===== src/rtl/multicycle_controller.sv =====
// multicycle_controller: Moore FSM sequencing a multicycle datapath (fetch, decode, execute, memory, writeback).
// Outputs decode from the registered state plus op; a low reset forces every output to 0 at once.
module multicycle_controller #(
    parameter logic [3:0] ALUOP_ADD = 4'b0000,
    parameter logic [3:0] ALUOP_SUB = 4'b0001
) (
    input  logic       clock,
    input  logic       reset,
    input  logic [5:0] op,
    output logic       IRwrite,
    output logic       MemWrite,
    output logic       MemtoReg,
    output logic       RegWrite,
    output logic       PCwrite,
    output logic       PCwritecond,
    output logic       RegDst,
    output logic       branch,
    output logic       regA_mux,
    output logic [3:0] ALUop,
    output logic [1:0] ALUsrcA,
    output logic [1:0] ALUsrcB,
    output logic [1:0] PCsource,
    output logic [1:0] Load,
    output logic [3:0] state,
    output logic       halted,
    output logic       illegal
);
    typedef enum logic [3:0] {
        FETCH    = 4'd0,
        DECODE   = 4'd1,
        R_EXEC   = 4'd2,
        I_EXEC   = 4'd3,
        ALU_WB   = 4'd4,
        MEM_ADDR = 4'd5,
        MEM_RD   = 4'd6,
        MEM_WB   = 4'd7,
        MEM_WR   = 4'd8,
        BRANCH   = 4'd9,
        JUMP     = 4'd10,
        HALT     = 4'd11
    } state_t;

    state_t st, nxt;

    always_ff @(posedge clock or negedge reset)
        if (!reset) st <= FETCH;
        else        st <= nxt;

    assign state = st;

    // Decoding is gated by reset so FETCH's strobes cannot leak out while reset is held low.
    always_comb begin
        nxt         = FETCH;
        IRwrite     = 1'b0;
        MemWrite    = 1'b0;
        MemtoReg    = 1'b0;
        RegWrite    = 1'b0;
        PCwrite     = 1'b0;
        PCwritecond = 1'b0;
        RegDst      = 1'b0;
        branch      = 1'b0;
        regA_mux    = 1'b0;
        ALUop       = 4'd0;
        ALUsrcA     = 2'd0;
        ALUsrcB     = 2'd0;
        PCsource    = 2'd0;
        Load        = 2'd0;
        halted      = 1'b0;
        illegal     = 1'b0;
        if (reset) begin
            case (st)
                FETCH: begin
                    IRwrite = 1'b1;
                    PCwrite = 1'b1;
                    ALUsrcB = 2'd1;
                    ALUop   = ALUOP_ADD;
                    nxt     = DECODE;
                end
                DECODE: begin
                    ALUsrcB  = 2'd2;
                    ALUop    = ALUOP_ADD;
                    regA_mux = op[5:4] == 2'b00;
                    casez (op)
                        6'b00????: nxt = R_EXEC;
                        6'b01????: nxt = I_EXEC;
                        6'b100000: nxt = MEM_ADDR;
                        6'b100001: nxt = MEM_WR;
                        6'b11000?: nxt = BRANCH;
                        6'b111000: nxt = JUMP;
                        6'b111111: nxt = HALT;
                        default:   illegal = 1'b1;
                    endcase
                end
                R_EXEC: begin
                    regA_mux = 1'b1;
                    ALUsrcA  = 2'd1;
                    ALUop    = op[3:0];
                    nxt      = ALU_WB;
                end
                I_EXEC: begin
                    ALUsrcA = 2'd1;
                    ALUsrcB = 2'd2;
                    ALUop   = op[3:0];
                    nxt     = ALU_WB;
                end
                ALU_WB: begin
                    RegWrite = 1'b1;
                    RegDst   = op[5:4] == 2'b00;
                end
                MEM_ADDR, MEM_RD, MEM_WB: begin
                    ALUsrcA  = 2'd1;
                    ALUsrcB  = 2'd2;
                    ALUop    = ALUOP_ADD;
                    Load     = st == MEM_ADDR ? 2'd0 : 2'd1;
                    MemtoReg = st == MEM_WB;
                    RegWrite = st == MEM_WB;
                    nxt      = st == MEM_ADDR ? MEM_RD : st == MEM_RD ? MEM_WB : FETCH;
                end
                MEM_WR: MemWrite = 1'b1;
                BRANCH: begin
                    ALUsrcA     = 2'd1;
                    ALUop       = ALUOP_SUB;
                    PCwritecond = 1'b1;
                    PCsource    = 2'd1;
                    branch      = ~op[0];
                end
                JUMP: begin
                    PCwrite  = 1'b1;
                    PCsource = 2'd2;
                end
                HALT: begin
                    halted = 1'b1;
                    nxt    = HALT;
                end
                default: nxt = FETCH;
            endcase
        end
    end
endmodule


===== config.mk =====
export PLATFORM = sky130hd
export DESIGN_NAME = multicycle_controller
export DESIGN_NICKNAME = d
export VERILOG_FILES = /design/src/rtl/multicycle_controller.sv
export SDC_FILE = /design/constraint.sdc
export NUM_CORES = 1
export LEC_CHECK = 0
export CORE_AREA = 10 10 51 53
export CTS_CLUSTER_SIZE = 14
export DETAILED_ROUTE_END_ITERATION = 7
export DIE_AREA = 0 0 61 63
export MAX_ROUTING_LAYER = met4
export PLACE_DENSITY = 0.76
export SETUP_SLACK_MARGIN = 0.4
export SLEW_MARGIN = 30
export SYNTH_ARGS = -nofsm -noshare
export SYNTH_HDL_FRONTEND = slang
export SYNTH_SLANG_ARGS = --single-unit

===== constraint.sdc =====
create_clock -name clock -period 1.75 [get_ports clock]
set_input_delay 0.35 -clock clock [delete_from_list [all_inputs] [get_ports clock]]
set_output_delay 0.35 -clock clock [all_outputs]
set_load 0.01 [all_outputs]

### After elaboration in Yosys (flattened, before gate mapping)

Cells that the tools add are included.
Widths: inputs -> output; s select.

| storage, ports and cells | value |
|---|---|
| bits in registers | 4 |
| bits in latches | 0 |
| RAM bits | 0 |
| bits in read-only memories | 0 |
| output and inout port bits | 27 |
| word-level logic and storage cells | 66 |
| memories kept | 0 |

| cells by class | value |
|---|---|
| $add $sub $neg | 0 |
| multiply operators | 0 |
| div/mod/pow operators | 0 |
| $lt $le $gt $ge | 0 |
| equality and inequality tests | 17 |
| shift operators | 0 |
| mux-type cells | 39 |
| bitwise operators | 1 |
| reductions and logical operators | 8 |

Operators by type and width:

| operator | number |
|---|---|
| $pmux 4 s7 | 1 |
| $mux 1 | 26 |
| $eq 6x6->1 const B | 4 |
| $pmux 4 s5 | 1 |
| $eq 4x3->1 const B | 4 |
| $eq 4x4->1 const B | 4 |
| $eq 4x2->1 const B | 2 |
| $mux 4 | 2 |
| $pmux 2 s2 | 2 |
| $pmux 4 s2 | 1 |
| $reduce_or 7->1 | 1 |
| $mux 3 | 2 |
| $reduce_or 6->1 | 1 |
| $eq 5x5->1 const B | 1 |
| $reduce_or 5->1 | 1 |
| $eq 4x1->1 const B | 1 |
| $logic_not 4->1 | 1 |
| $mux 2 | 2 |
| $pmux 1 s2 | 2 |
| $reduce_or 2->1 | 2 |
| $reduce_or 3->1 | 1 |
| $eq 2x1->1 const B | 1 |
| $logic_not 2->1 | 1 |
| $not 1->1 | 1 |

### Logic depth before layout (Yosys ltp)

| depth | value |
|---|---|
| word-level depth | 5 |
| depth in mapped cells | 5 |

### Least setup slack after synthesis

No wires, ideal clock.

| timing | value |
|---|---|
| kind | register to output |
| start point | reg st[0] (netlist: state[0]) |
| end point | out ALUsrcB[0] |
| data arrival time | 1.453 ns |
| data required time | 1.400 ns |
| path slack | -0.053 ns |
| stages on the path, launching flop included | 5 |
| buffers on the path | 2 |
| path through | dfrtp_1 clkbuf_1 or2_2 nor3_1 buf_4 |

| between the ends | value |
|---|---|
| longest elaborated chain between the ends | 4 |
| elaborated cells on any way between the ends | 9 |

RTL lines:

| element | RTL line | text |
|---|---|---|
| start, declared | 43 | `state_t st, nxt;` |
| start signal, assigned | 47 | `else st <= nxt;` |
| $eq 4x3->1, or another cell as far along | 71 | `case (st)` |
| $reduce_or 5->1 (no line) | - |  |
| $pmux 2 s2 (*) | 71 |  |
| $mux 2 (*) | 70 | `if (reset) begin` |
| end, declared | 21 | `output logic [1:0] ALUsrcB,` |

Every way passes the cells marked *; elsewhere a longest branch is shown, timed or not.

### Worst setup path in the final report

| timing | value |
|---|---|
| start point | reg st[1] (netlist: state[1]) |
| end point | out illegal |

| between the ends | value |
|---|---|
| longest elaborated chain between the ends | 3 |

RTL lines:

| element | RTL line | text |
|---|---|---|
| $eq 4x1->1 | 71 |  |
| $mux 1 | 71 |  |
| $mux 1 | 70 |  |
| end, declared | 26 | `output logic illegal` |

Every way passes these cells.

==> flow_summary.json <==
{
  "status": "complete, but fails checks",
  "violations": "setup timing",
  "drive_gt1_frac": 0.744,
  "ys_warn_count": 0,
  "holdBufCountCts": 0,
  "grt_pass1_vias": 962,
  "hold_viol_final": 0,
  "antenna_found_initial": 0,
  "largest_reg_flops": 4,
  "finalCritPeriodShare": 1.02,
  "p_leak_nw": 0.758,
  "nFillCells": 72,
  "async_flop_share": 1.00,
  "grt_util_all_layers": 0.160,
  "intPower_mw": 0.365,
  "required_ps": 1400,
  "design_area_um2": 1490,
  "fin_nets": 173,
  "fin_crit_ps": 1780,
  "drtPass1Iterations": 4,
  "switching_share": 0.377,
  "routed_wirelength_um": 3950,
  "cts_sinks": 4,
  "ioPinCount": 35,
  "path_class": "reg2out",
  "ys_types": 34,
  "endpoint_kind": "primary output",
  "die-area_um2": 3840,
  "synth_top_flop_cell": "dfrtp_1",
  "syn_to_final_growth_pct": 162,
  "grt_pass1_wl_um": 4880,
  "diodes": 0,
  "cts-root-buf": "clkbuf_4",
  "start_util": 0.344,
  "wl_per_cell_um": 21.8,
  "finalWorstSetupSlack_ps": -31.2,
  "synth_xor_area_frac": 0.0154,
  "clock.fmax_ghz": 0.561,
  "multi_input_area_um2": 594,
  "h-tree-depth": 1,
  "finalMaxSlewViolations": 0,
  "clock_latency_ps": 250,
  "ys_seq_elements": 4,
  "synth-edff-count": 0,
  "synth_top_area_cell": "dfrtp_1",
  "clock_skew_ps": 12.7,
  "yosysTopAreaCellShare": 0.176,
  "dp_cells": 148,
  "grt_overflow": 0,
  "core_area_um2": 1650,
  "rows": 15,
  "vias_per_cell": 5.76,
  "final_antenna_net_count": 0,
  "synth_fa_ha_area_frac": 0,
  "synth_top_family_by_area": "simple AND/OR/NAND/NOR gates",
  "dp_hpwl_um": 1930,
  "clk_pin_slew_ps": 50,
  "setup-violations-final": 5,
  "drc": 0,
  "die_y_um": 63,
  "drv_cap": 0,
  "grt_max_degree": 10,
  "crit_path_start_kind": "register",
  "peakVddDrop_mv": 0.563,
  "p_switching_mw": 0.221,
  "synth_area_leaders": "dfrtp_1 18%, nor3_1 5.3%, buf_4 5.3%",
  "cp.arrival_ps": 1430,
  "io_buffers": 32,
  "syn_inst": 80,
  "clock_power_share": 0.229,
  "routabilityCongestion": 0.893,
  "cts_made_buffers": 3,
  "p_total_mw": 0.586,
  "seqPwrFrac": 0.184,
  "cts_tree": "built",
  "rsz0062_at_grt": "yes",
  "die_w_um": 61,
  "drt_iter0_markers": 59,
  "synth-seq-area-share": 0.176,
  "register_area_um2": 103,
  "p_comb_frac": 0.587,
  "final_cells": 181,
  "cts_max_path_buffers": 2,
  "vias": 1042,
  "worstHoldPathType": "in2async",
  "synth_area_per_cell_um2": 7.10,
  "crit_fanout": 7,
  "synth_area_um2": 568,
  "r2r_setup_slack_ps": 10,
  "synthMuxAreaShare": 0.0176,
  "synth-simple-area-share": 0.469,
  "powerDensity_nw_per_um2": 393,
  "synth-compound-area-share": 0.211,
  "dpl_cell_area_um2": 1130
}
stage by stage:
stage / utilization / worst slack [ps] / TNS (ps) / hold slack (ps)
global placement: 0.683 / -709 / -10190 / 638
detailed placement: 0.683 / -737 / -10580 / 642
global route: 0.902 / -142 / -627 / 141
floorplan: - / 188 / 0 / 54.4
CTS: 0.780 / 0.134 / 0 / 349
finish: 0.902 / -31.2 / -61.1 / 137
what timing repair did:
action,in CTS,in global routing
setup endpoints to repair,29,28
pin swaps,21,14
setup buffers,16,13
resized for setup,152,28
cell usage after synthesis (3+ instances only):
| cell | instances |
|---|---|
| nor2_1 | 8 |
| inv_1 | 3 |
| buf_4 | 4 |
| dfrtp_1 | 4 |
| a21oi_1 | 5 |
| and2_1 | 4 |
| nand2b_1 | 3 |
| nor3_1 | 6 |
| o21ai_0 | 4 |
| nand2_1 | 5 |
| nor2b_1 | 3 |
power groups by stage:
stage / Clock (mW) / Combinational, mW / Sequential [mW]
final: 0.134 / 0.344 / 0.108
after global routing: 0.145 / 0.361 / 0.108
after CTS: 0.131 / 0.270 / 0.107
after detailed placement: 0 / 0.235 / 0.106
after global placement: 0 / 0.231 / 0.106
after floorplan: 0 / 0.108 / 0.109
cell usage in the layout, fill, tap and decap left out, drive strengths merged, types with 2 or more instances in the layout:
master and n:
a21oi 5, a31oi 2, and2 5, and3 2
buf 82, clkbuf 6, clkdlybuf4s15 2, conb 2
dfrtp 4, inv 3, nand2 5, nand2b 3
nand3 2, nand3b 2, nor2 8, nor2b 3
nor3 6, nor3b 2, o2111ai 2, o211a 2
o21ai 4
logic make-up (layout without fill, tap and decap cells):
family / count (synthesis) / in the layout
flops: 4 / 4
other cells: 1 / 2
buf+inv: 11 / 94
compound gates: 18 / 18
xor+xnor: 1 / 1
mux: 1 / 1
simple gates: 44 / 44
layout make-up:
type | count | area share
Tap cell | 17 | 0.0143
Timing Repair Buffer | 87 | 0.492
Inverter | 3 | 0.00756
Multi-Input combinational cell | 66 | 0.399
Clock buffer | 4 | 0.0176
Sequential cell | 4 | 0.0689
routing by layer:
| layer | share of wire | track usage | vias to the layer above |
|---|---|---|---|
| met5 | 0 | - | - |
| met4 | 0.035 | 0.0714 | 0 |
| met3 | 0.083 | 0.0386 | 17 |
| met2 | 0.50 | 0.258 | 69 |
| met1 | 0.38 | 0.178 | 505 |
| li1 | - | - | 451 |
critical path, stage by stage, from the launching register on:
cell	delay, ps
dfrtp_2	470
nor2b_4	160
buf_6	140
nand3_4	80
nor3b_2	180
buf_2	150
final timing paths:
path	start	endpoint	cells past startpoint
min in group clock	op[5]	state[3]$_DFF_PN0_	3
hold reg to reg	state[3]$_DFF_PN0_	state[3]$_DFF_PN0_	3
hold / removal	reset	state[1]$_DFF_PN0_	2
max in group asynchronous	reset	state[3]$_DFF_PN0_	2
setup reg to reg	state[2]$_DFF_PN0_	state[3]$_DFF_PN0_	9
setup / recovery	state[1]$_DFF_PN0_	illegal	5
Power figures use the tool's default switching activity.
